$ cat config.mk
export PLATFORM = sky130hd
export DESIGN_NAME = gmii_frame_generator_flat
export DESIGN_NICKNAME = d
export VERILOG_FILES = /design/src/rtl/gmii_frame_generator_if.sv /design/src/rtl/gmii_frame_generator.sv /design/src/flat_wrapper.sv
export SDC_FILE = /design/constraint.sdc
export NUM_CORES = 1
export LEC_CHECK = 0
export CAP_MARGIN = 20
export CORE_UTILIZATION = 30
export DETAILED_ROUTE_END_ITERATION = 16
export SLEW_MARGIN = 30
export SYNTH_ARGS = -nofsm -noshare
export SYNTH_HDL_FRONTEND = slang
export SYNTH_SLANG_ARGS = --single-unit
export TNS_END_PERCENT = 50
$ cat constraint.sdc
create_clock -name clk -period 9.4 [get_ports clk]
set_input_delay 0.94 -clock clk [delete_from_list [all_inputs] [get_ports clk]]
set_output_delay 0.94 -clock clk [all_outputs]
set_load 0.01 [all_outputs]
$ cat src/rtl/gmii_frame_generator_if.sv
// GMII transmit bus shared by the frame generator (master) and whatever samples it (slave).
interface gmii_frame_generator_if;
    logic [7:0] gmii_d;
    logic       gmii_en;
    logic       gmii_er;

    modport master (output gmii_d, output gmii_en, output gmii_er);
    modport slave  (input  gmii_d, input  gmii_en, input  gmii_er);
endinterface

$ cat src/rtl/gmii_frame_generator.sv
// GMII test-frame generator: preamble, SFD, header + counting payload, optional FCS, gap.
// Define GMII_FRAME_GENERATOR_FCS_EN to append an Ethernet CRC-32 after the data bytes.
module gmii_frame_generator #(
    parameter int C_MAX_FRAME_LEN = 2044,
    parameter int C_MIN_IFG       = 12
) (
    input  logic                          clk,
    input  logic                          resetn,
    input  logic                          start,
    input  logic                          stop,
    input  logic [15:0]                   frame_len,
    input  logic [7:0]                    ifg_len,
    input  logic [31:0]                   frame_count,
    input  logic [47:0]                   dst_mac,
    input  logic [47:0]                   src_mac,
    gmii_frame_generator_if.master        gmii,
    output logic                          busy,
    output logic                          done,
    output logic [31:0]                   pkts_sent
);

    localparam logic [15:0] MIN_LEN = 16'd14;
    localparam logic [15:0] MAX_LEN = 16'(C_MAX_FRAME_LEN);
    localparam logic [7:0]  MIN_IFG = 8'(C_MIN_IFG);

    typedef enum logic [2:0] {
        S_IDLE,
        S_PREAMBLE,
        S_SFD,
        S_DATA,
`ifdef GMII_FRAME_GENERATOR_FCS_EN
        S_FCS,
`endif
        S_IFG
    } state_t;

    state_t      state_q, state_d;
    logic [15:0] cnt_q, cnt_d;
    logic [15:0] len_q, len_d;
    logic [7:0]  gap_q, gap_d;
    logic [47:0] dst_q, dst_d;
    logic [47:0] src_q, src_d;
    logic [7:0]  seq_q, seq_d;
    logic [31:0] target_q, target_d;
    logic [31:0] burst_q, burst_d;
    logic [31:0] pkts_q, pkts_d;
    logic        ready_q;
    logic [7:0]  data_q, data_d;
    logic        en_q, en_d;
    logic        busy_q, busy_d;
    logic        done_q, done_d;
    logic        launch;
    logic        frame_end;
    logic        reached;
`ifdef GMII_FRAME_GENERATOR_FCS_EN
    logic [31:0] crc_q, crc_d;
    logic [31:0] fcs;
`endif

    function automatic logic [7:0] mac_byte(input logic [47:0] mac, input logic [2:0] idx);
        case (idx)
            3'd0:    mac_byte = mac[47:40];
            3'd1:    mac_byte = mac[39:32];
            3'd2:    mac_byte = mac[31:24];
            3'd3:    mac_byte = mac[23:16];
            3'd4:    mac_byte = mac[15:8];
            3'd5:    mac_byte = mac[7:0];
            default: mac_byte = 8'h00;
        endcase
    endfunction

`ifdef GMII_FRAME_GENERATOR_FCS_EN
    function automatic logic [31:0] crc_byte(input logic [31:0] crc, input logic [7:0] b);
        logic [31:0] r;
        r = crc ^ {24'd0, b};
        for (int i = 0; i < 8; i++) begin
            r = r[0] ? ((r >> 1) ^ 32'hEDB8_8320) : (r >> 1);
        end
        return r;
    endfunction
`endif

    assign reached = (target_q != 32'd0) && (burst_q >= target_q);

    // ready_q holds off the first launch until the second edge after reset release
    always_ff @(posedge clk or negedge resetn) begin
        if (!resetn) begin
            state_q  <= S_IDLE;
            cnt_q    <= '0;
            len_q    <= MIN_LEN;
            gap_q    <= MIN_IFG;
            dst_q    <= '0;
            src_q    <= '0;
            seq_q    <= '0;
            target_q <= '0;
            burst_q  <= '0;
            pkts_q   <= '0;
            ready_q  <= 1'b0;
            data_q   <= '0;
            en_q     <= 1'b0;
            busy_q   <= 1'b0;
            done_q   <= 1'b0;
`ifdef GMII_FRAME_GENERATOR_FCS_EN
            crc_q    <= '1;
`endif
        end else begin
            state_q  <= state_d;
            cnt_q    <= cnt_d;
            len_q    <= len_d;
            gap_q    <= gap_d;
            dst_q    <= dst_d;
            src_q    <= src_d;
            seq_q    <= seq_d;
            target_q <= target_d;
            burst_q  <= burst_d;
            pkts_q   <= pkts_d;
            ready_q  <= 1'b1;
            data_q   <= data_d;
            en_q     <= en_d;
            busy_q   <= busy_d;
            done_q   <= done_d;
`ifdef GMII_FRAME_GENERATOR_FCS_EN
            crc_q    <= crc_d;
`endif
        end
    end

    always_comb begin
        state_d   = state_q;
        cnt_d     = cnt_q;
        len_d     = len_q;
        gap_d     = gap_q;
        dst_d     = dst_q;
        src_d     = src_q;
        seq_d     = seq_q;
        target_d  = target_q;
        burst_d   = burst_q;
        pkts_d    = pkts_q;
        done_d    = 1'b0;
        launch    = 1'b0;
        frame_end = 1'b0;

        case (state_q)
            S_IDLE: begin
                if (ready_q && start && !stop) begin
                    launch   = 1'b1;
                    burst_d  = '0;
                    target_d = frame_count;
                end
            end
            S_PREAMBLE: begin
                if (cnt_q == 16'd6) begin
                    state_d = S_SFD;
                    cnt_d   = '0;
                end else begin
                    cnt_d = cnt_q + 16'd1;
                end
            end
            S_SFD: begin
                state_d = S_DATA;
                cnt_d   = '0;
            end
            S_DATA: begin
                if (cnt_q == len_q - 16'd1) begin
                    cnt_d = '0;
`ifdef GMII_FRAME_GENERATOR_FCS_EN
                    state_d = S_FCS;
`else
                    state_d   = S_IFG;
                    frame_end = 1'b1;
`endif
                end else begin
                    cnt_d = cnt_q + 16'd1;
                end
            end
`ifdef GMII_FRAME_GENERATOR_FCS_EN
            S_FCS: begin
                if (cnt_q == 16'd3) begin
                    state_d   = S_IFG;
                    cnt_d     = '0;
                    frame_end = 1'b1;
                end else begin
                    cnt_d = cnt_q + 16'd1;
                end
            end
`endif
            S_IFG: begin
                if (cnt_q == {8'd0, gap_q} - 16'd1) begin
                    if (stop || !start || reached) begin
                        state_d = S_IDLE;
                        cnt_d   = '0;
                        done_d  = reached;
                    end else begin
                        launch = 1'b1;
                    end
                end else begin
                    cnt_d = cnt_q + 16'd1;
                end
            end
            default: state_d = S_IDLE;
        endcase

        // Frame parameters are captured only here, so mid-frame input changes wait a frame
        if (launch) begin
            state_d = S_PREAMBLE;
            cnt_d   = '0;
            len_d   = (frame_len < MIN_LEN) ? MIN_LEN : ((frame_len > MAX_LEN) ? MAX_LEN : frame_len);
            gap_d   = (ifg_len < MIN_IFG) ? MIN_IFG : ifg_len;
            dst_d   = dst_mac;
            src_d   = src_mac;
            seq_d   = pkts_q[7:0];
        end

        if (frame_end) begin
            pkts_d  = pkts_q + 32'd1;
            burst_d = burst_q + 32'd1;
        end
    end

    // Outputs are decoded from the next state so the registered bus lines up with state_q
    always_comb begin
        en_d   = 1'b0;
        data_d = 8'h00;
        busy_d = (state_d != S_IDLE);
`ifdef GMII_FRAME_GENERATOR_FCS_EN
        crc_d  = crc_q;
        fcs    = ~crc_q;
`endif

        case (state_d)
            S_PREAMBLE: begin
                en_d   = 1'b1;
                data_d = 8'h55;
            end
            S_SFD: begin
                en_d   = 1'b1;
                data_d = 8'hD5;
            end
            S_DATA: begin
                en_d = 1'b1;
                if (cnt_d < 16'd6) begin
                    data_d = mac_byte(dst_q, cnt_d[2:0]);
                end else if (cnt_d < 16'd12) begin
                    data_d = mac_byte(src_q, cnt_d[2:0] - 3'd6);
                end else if (cnt_d == 16'd12) begin
                    data_d = 8'h88;
                end else if (cnt_d == 16'd13) begin
                    data_d = 8'hB5;
                end else begin
                    data_d = seq_q + cnt_d[7:0] - 8'd14;
                end
            end
`ifdef GMII_FRAME_GENERATOR_FCS_EN
            S_FCS: begin
                en_d = 1'b1;
                case (cnt_d[1:0])
                    2'd0:    data_d = fcs[7:0];
                    2'd1:    data_d = fcs[15:8];
                    2'd2:    data_d = fcs[23:16];
                    default: data_d = fcs[31:24];
                endcase
            end
`endif
            default: ;
        endcase

`ifdef GMII_FRAME_GENERATOR_FCS_EN
        if (state_d == S_PREAMBLE) begin
            crc_d = '1;
        end else if (state_d == S_DATA) begin
            crc_d = crc_byte(crc_q, data_d);
        end
`endif
    end

    assign gmii.gmii_d  = data_q;
    assign gmii.gmii_en = en_q;
    assign gmii.gmii_er = 1'b0;
    assign busy         = busy_q;
    assign done         = done_q;
    assign pkts_sent    = pkts_q;

endmodule

$ cat src/flat_wrapper.sv
// flat-port wrapper written by rule: the top's interface ports become plain ports
module gmii_frame_generator_flat 
#(
    parameter int C_MAX_FRAME_LEN = 2044,
    parameter int C_MIN_IFG       = 12
)
  (clk, resetn, start, stop, frame_len, ifg_len, frame_count, dst_mac, src_mac, busy, done, pkts_sent, gmii_gmii_d, gmii_gmii_en, gmii_gmii_er);
  gmii_frame_generator_if gmii_i ();
  input  logic clk;
  input  logic resetn;
  input  logic start;
  input  logic stop;
  input  logic [15:0] frame_len;
  input  logic [7:0] ifg_len;
  input  logic [31:0] frame_count;
  input  logic [47:0] dst_mac;
  input  logic [47:0] src_mac;
  output logic busy;
  output logic done;
  output logic [31:0] pkts_sent;
  output wire logic [$bits(gmii_i.gmii_d)-1:0] gmii_gmii_d;
  output wire logic [$bits(gmii_i.gmii_en)-1:0] gmii_gmii_en;
  output wire logic [$bits(gmii_i.gmii_er)-1:0] gmii_gmii_er;
  assign gmii_gmii_d = gmii_i.gmii_d;
  assign gmii_gmii_en = gmii_i.gmii_en;
  assign gmii_gmii_er = gmii_i.gmii_er;
  gmii_frame_generator #(.C_MAX_FRAME_LEN(C_MAX_FRAME_LEN), .C_MIN_IFG(C_MIN_IFG)) u_core (.clk(clk), .resetn(resetn), .start(start), .stop(stop), .frame_len(frame_len), .ifg_len(ifg_len), .frame_count(frame_count), .dst_mac(dst_mac), .src_mac(src_mac), .gmii(gmii_i), .busy(busy), .done(done), .pkts_sent(pkts_sent));
endmodule
# Word-level counts from Yosys, hierarchy flattened
# Cells that the tools add are included.
totals:
  regBits: 255
  latch_bits: 0
  ram_bits: 0
  rom_bits: 0
  output_inout_bits: 44
  mem_count: 0
classes:
  n_addsub: 8
  n_mul: 0
  n_div: 0
  magnitude_cmp: 6
  n_eq_ne: 22
  n_shift: 0
  n_mux: 35
  bitwise: 0
  n_reduce_logical: 17
ops:
  columns: ["operator", "n"]
  rows:
  - ["$mux 16", 7]
  - ["$mux 32", 3]
  - ["$pmux 8 s6", 2]
  - ["$add 32x1->32 const B", 2]
  - ["$pmux 16 s4", 1]
  - ["$mux 8", 5]
  - ["$eq 16x16->1", 2]
  - ["$eq 16x4->1 const B", 2]
  - ["$ge 32x32->1", 1]
  - ["$lt 16x4->1 const B", 2]
  - ["$reduce_bool 32->1", 1]
  - ["$eq 3x2->1 const B", 8]
  - ["$pmux 8 s3", 1]
  - ["$add 16x1->16 const B", 1]
  - ["$eq 16x3->1 const B", 1]
  - ["$gt 16x11->1 const B", 1]
  - ["$lt 16x3->1 const B", 1]
  - ["$sub 16x1->16 const B", 1]
  - ["$eq 3x3->1 const B", 5]
  - ["$mux 3", 5]
  - ["$pmux 3 s5", 1]
  - ["$eq 3x1->1 const B", 4]
  - ["$logic_not 3->1", 3]
  - ["$mux 1", 9]
  - ["13 further kinds", 19]

# Depth between registers and ports, before layout
logic_depth:
  depth_word: 14
  ltp_mapped: 26
  depth_no_buf: 24

# Worst setup path after synthesis
# Ideal clock, no wire load.
synth_path:
  path_kind: "register to register"
  start: "register u_core.len_q[0]"
  end: "register u_core.data_q[7] (netlist: u_core.gmii.gmii_d[7])"
  t_arrival_ns: 4.797
  t_required_ns: 9.274
  path_slack_ns: 4.477
  path_stages_with_launch: 26
  path_cell_list: "dfrtp_1 -> inv_1 -> ha_1 -> nor3b_1 -> a21oi_1 -> a311oi_1 -> nand4b_1 -> or3_4 -> nand2_2 -> buf_4 -> nand2_1 -> o21ai_0 -> inv_1 -> clkbuf_1 -> ha_1 -> inv_1 -> fa_1 -> inv_1 -> a21oi_1 -> o21bai_1 -> a21o_1 -> a21oi_1 -> xnor2_1 -> xnor2_1 -> a32oi_1 -> a221o_1"
synth_between:
  elab_chain_cells: 12
  elab_cells_between_ends: 37
  cone_classes: "add/sub: 4; order compare: 2; eq/ne: 16; mux: 13; reduce/logical: 2"
synth_rtl:
  columns: ["element", "line_no", "text"]
  rows:
  - ["start, declared", "gmii_frame_generator.sv:39", "logic [15:0] len_q, len_d;"]
  - ["start signal, assigned", "gmii_frame_generator.sv:109", "len_q <= len_d;"]
  - ["$sub 16x1->16 (*)", "gmii_frame_generator.sv:164", "if (cnt_q == len_q - 16'd1) begin"]
  - ["$eq 16x16->1 (*)", "gmii_frame_generator.sv:164", null]
  - ["$mux 16", "gmii_frame_generator.sv:164", null]
  - ["$pmux 16 s4", "gmii_frame_generator.sv:143", "case (state_q)"]
  - ["$mux 16", "gmii_frame_generator.sv:204", "if (launch) begin"]
  - ["$add 8x8->8", "gmii_frame_generator.sv:250", "data_d = seq_q + cnt_d[7:0] - 8'd14;"]
  - ["$sub 8x4->8", "gmii_frame_generator.sv:250", null]
  - ["$mux 8", "gmii_frame_generator.sv:247", "end else if (cnt_d == 16'd13) begin"]
  - ["$mux 8", "gmii_frame_generator.sv:245", "end else if (cnt_d == 16'd12) begin"]
  - ["$mux 8", "gmii_frame_generator.sv:243", "end else if (cnt_d < 16'd12) begin"]
  - ["$mux 8", "gmii_frame_generator.sv:241", "if (cnt_d < 16'd6) begin"]
  - ["$pmux 8 s3 (*)", "gmii_frame_generator.sv:230", "case (state_d)"]
  - ["via u_core.data_d[7]", "gmii_frame_generator.sv:48", "logic [7:0] data_q, data_d;"]
  - ["end signal, assigned", "gmii_frame_generator.sv:118", "data_q <= data_d;"]
  - ["end, declared", "gmii_frame_generator.sv:48", null]
# The timed path passes the listed nets; every way through them passes the cells marked *.
# A chain may end at the register's enable or synchronous reset.

# Worst setup path in the final report
layout_path:
  start: "register u_core.len_q[0]"
  end: "register u_core.data_q[7] (netlist: u_core.gmii.gmii_d[7])"
layout_between:
  elab_chain_cells: 12
  elab_cells_between_ends: 37
  cone_classes: "add/sub: 4; order compare: 2; eq/ne: 16; mux: 13; reduce/logical: 2"
layout_rtl:
  columns: ["element", "line_no", "text"]
  rows:
  - ["$sub 16x1->16 (*)", "gmii_frame_generator.sv:164", null]
  - ["$eq 16x16->1 (*)", "gmii_frame_generator.sv:164", null]
  - ["$mux 16 (*)", "gmii_frame_generator.sv:164", null]
  - ["$pmux 16 s4 (*)", "gmii_frame_generator.sv:143", null]
  - ["$mux 16 (*)", "gmii_frame_generator.sv:204", null]
  - ["via u_core.cnt_d[0]", "gmii_frame_generator.sv:38", "logic [15:0] cnt_q, cnt_d;"]
  - ["$add 8x8->8", "gmii_frame_generator.sv:250", null]
  - ["$sub 8x4->8", "gmii_frame_generator.sv:250", null]
  - ["$mux 8", "gmii_frame_generator.sv:247", null]
  - ["$mux 8", "gmii_frame_generator.sv:245", null]
  - ["$mux 8", "gmii_frame_generator.sv:243", null]
  - ["$mux 8 (*)", "gmii_frame_generator.sv:241", null]
  - ["$pmux 8 s3 (*)", "gmii_frame_generator.sv:230", null]
  - ["via u_core.data_d[7]", "gmii_frame_generator.sv:48", null]
# Marked as above.

==> results summary <==
The initial detailed-routing violation count is 740. The global routing stage identified its most utilized layer as met2. Summing internal, switching and leakage power gives 2.48 mW. The wire length per cell is 17.3 microns. The path class of the tightest hold or removal check is in -> async.

The global-route wire length before repair is 61700 microns. The number of gates resized after CTS came out at 0. Setup repair after global routing left no endpoint under its margin. The maximum clock frequency is 169 MHz.

The number of clock buffers added by TritonCTS is 30. The flow ran to the end, and the final reports show no timing, DRC or antenna violations. The vertical die dimension is 218 microns. The sequential-to-total area share from yosys stat came out at 45.7%. The via count of the first global-routing pass is 11300. For this design the ratio of total power to cell area is 140 mW/mm^2. Clock tree synthesis selected as its root buffer the cell clkbuf_16. The leakage dissipation is 7.93 nW. The endpoint of the most critical register-to-register path is u_core.gmii.gmii_d[7]. The top flip-flop cell by instance count after synthesis is dfrtp_1. The antenna diode count is 0.

The met2 usage is 27.0%. In this run the tool buffered the top-level ports with 198 buffer cells. The ratio of cells with drive above 1 in the final layout is 12.7%.

The post-route setup TNS came out at 0 ns. The floorplan has 78 rows. In this run the mean area of a mapped cell was 9.86 sq um. The clock latency on the worst-skew pair came out at 0.57 ns. The largest total area in the synthesized netlist belongs to dfrtp_1. The aggregate global-route resource usage is 16.2%. Of the available clock period, the critical path in the final layout requires 62.9%. The H-tree level count came out at 1. The max capacitance violation total is 0.

The share of synthesized registers carrying an async set or reset came out at 100%. The launching point of the worst reg2reg path is u_core.len_q[0]. The CTS clock-pin slew for the worst setup and hold paths is 0.07 ns. The actual slew at the worst max-slew pin came out at 0.946 ns. The number of sinks on the clock net came out at 255.

The final estimated routing congestion in global placement came out at 0.868. Setup violations remaining at the end of the flow were counted as 0. The placeable core area came out at 0.0457 sq mm. After synthesis, the cell types taking the most area are dfrtp_1 (45%), mux2_2 (8.7%), ha_1 (4.7%). The number of buffers on the longest clock path came out at 3. The remaining antenna violation count came out at 0. The die extent in x is 218 microns. The net count of the mapped netlist is 1627. The depth of the worst register-to-register path came out at 24. In the routed design, unresolved DRC markers number 0.

Among all cell types in the netlist, the one instantiated most often is dfrtp_1. The detailed-route wire length is 38500 microns. In this run, synthesis inferred 0 flip-flops with an integrated enable. Summing over every cut layer, the via total after detailed routing is 11200. The synthesized instance count is 1418. The initial antenna violation count is 0. Entering global routing, the biggest net connects 150 pins.

TritonCTS built the clock tree. The commonest cells after synthesis are dfrtp_1 (250), nand2_1 (148), mux2_2 (108), o21ai_0 (99), inv_1 (83). For the worst setup path, the data required time is 9.85 ns.

The register-to-register setup slack came out at 3.49 ns. The worst setup path is launched from a flip-flop. The time the worst path needs with I/O delays and setup came out at 5.91 ns.

The count of hold buffers inserted by post-cts repair came out at 0. The number of setup buffers added after CTS came out at 0. At the end of the flow, the number of nets in the layout was 1803. The final count of hold timing violations was 0. The growth of design area from synthesis to finish is 26.5%. The floorplan step defined a die boundary enclosing 0.0475 sq mm. The post-DP HPWL is 28000 microns. The number of synthesis warnings came out at 0. In this run, synthesis produced a sequential element count of 255.

The cell area after synthesis is 0.0140 sq mm. The highest net fanout along the worst path is 37. The count of final max-slew check failures was 0. The worst setup path is of the reg -> reg kind.

The average vias per placed instance came out at 5.06. The starting density of the core is 30.6%. For this run, the detailed router's first-pass iteration total came to 7. The share of the synthesized area in the top cell type came out at 44.7%. The routing usage on met3 is 2.15%. The final setup skew came out at 0.0299 ns.

The number of unique standard cell types used by synthesis came out at 82. After global routing the overflow that remains totals 0. The data arrival time of the critical path is 6.36 ns. The worst pin sits at a relative slew slack of 36.7%. STA classifies the critical path endpoint as a flip-flop. The count of pins on the block boundary came out at 200. IR analysis of the VDD net gives a maximum drop of 0.000118 V.

The met1 capacity usage during global routing came out at 22.2%.
## critical path, cell delays in order, from the launching register on
cell and delay, ns:
dfrtp_1 0.41, inv_1 0.09, ha_1 0.21, nor3b_1 0.52
a21oi_1 0.08, a311oi_1 0.34, nand4b_1 0.15, or3_4 0.45
nand2_2 0.22, o22ai_2 0.19, nand2_2 0.74, inv_1 0.26
ha_1 0.26, ha_1 0.19, inv_1 0.07, fa_1 0.19
inv_1 0.05, a21oi_1 0.15, o21bai_1 0.11, a21o_1 0.19
a21oi_1 0.18, xnor2_1 0.16, xnor2_1 0.14, a32oi_1 0.07
a221o_1 0.38
## per-layer routing
metal	part of all wire (%)	vias to the layer above	wire length [microns]
li1	-	5420	-
met4	1.9	0	747
met2	47	283	18300
met3	4.5	51	1730
met1	46	5474	17700
met5	0	-	0
## cells in the final DEF (no fill, tap or decap), types with 12 or more instances in the layout
| cell type | instances |
|---|---|
| dfrtp_1 | 250 |
| clkdlybuf4s50_1 | 197 |
| nand2_1 | 147 |
| mux2_2 | 108 |
| o21ai_0 | 99 |
| inv_1 | 83 |
| nor2_1 | 76 |
| nand3_1 | 61 |
| a21oi_1 | 52 |
| ha_1 | 52 |
| xnor2_1 | 46 |
| nor3_1 | 37 |
| xor2_1 | 32 |
| clkbuf_16 | 31 |
| nand4_1 | 27 |
| and3_1 | 21 |
| mux2i_1 | 21 |
| and2_1 | 18 |
| nor4_1 | 17 |
| nand2b_1 | 13 |
| o211ai_1 | 13 |
| a221oi_1 | 12 |
| o31ai_1 | 12 |
## how the worst max path moves through the flow
stage / from / to / slack, ns / cells after the start
6_report: u_core.len_q[0] / u_core.gmii.gmii_d[7] / 3.49 / 24
5_1_grt: u_core.len_q[0] / u_core.gmii.gmii_d[7] / 2.92 / 24
4_1_cts: u_core.len_q[0] / u_core.gmii.gmii_d[7] / 3.46 / 24
3_5_place_dp: u_core.len_q[0] / u_core.gmii.gmii_d[7] / 3.49 / 24
3_3_place_gp: u_core.len_q[0] / u_core.gmii.gmii_d[7] / 3.63 / 24
2_1_floorplan: u_core.len_q[0] / u_core.gmii.gmii_d[7] / 4.48 / 25
## registers in the layout (all words and copies together) (netlist names)
signal and count:
u_core.burst_q 32, u_core.busy 1, u_core.cnt_q 16, u_core.done 1, u_core.dst_q 48, u_core.gap_q 8
u_core.gmii.gmii_d 8, u_core.gmii.gmii_en 1, u_core.len_q 16, u_core.pkts_sent 32, u_core.ready_q 1, u_core.seq_q 8
u_core.src_q 48, u_core.state_q 3, u_core.target_q 32
## cells by family (layout without fill, tap and decap cells)
kind of cell / Yosys count / count (layout) / synth area share (%)
flops: 255 / 255 / 45.7
simple gates: 472 / 472 / 17.0
fa+ha+maj: 53 / 53 / 4.80
mux: 131 / 131 / 10.5
other cells: 2 / 2 / 0.0537
xor+xnor: 78 / 78 / 4.89
compound gates: 280 / 280 / 13.0
buf+inv: 147 / 347 / 4.17
## area by class of cell
cell class | count | area, sq um
clock inverters | 16 | 249
clock buffers | 40 | 840
fillers | 4490 | 28000
repair buffers | 208 | 2100
inverters | 83 | 312
flip-flops and latches | 255 | 6390
multi-input cells | 1016 | 7040
well taps | 600 | 751
## through the flow
step / util, % / hold slack (ns) / setup WS [ns] / cell area [sq um] / cells
after floorplan: - / 0.456 / 4.48 / 14000 / 1418
after global placement: 36.2 / 0.459 / 3.63 / 16500 / 2161
after detailed placement: 36.2 / 0.461 / 3.49 / 16600 / 2161
after CTS: 38.6 / 0.461 / 3.46 / 17600 / 2217
after global routing: 38.7 / 0.264 / 2.92 / 17700 / 2218
final: 38.7 / 0.262 / 3.49 / 17700 / 2218
## power by group
group / internal [mW] / switching (mW)
Sequential: 1.10 / 0.0000498
Clock: 0.794 / 0.485
Combinational: 0.0600 / 0.0390
Total: 1.95 / 0.524
(Power assumes the default switching activity.)
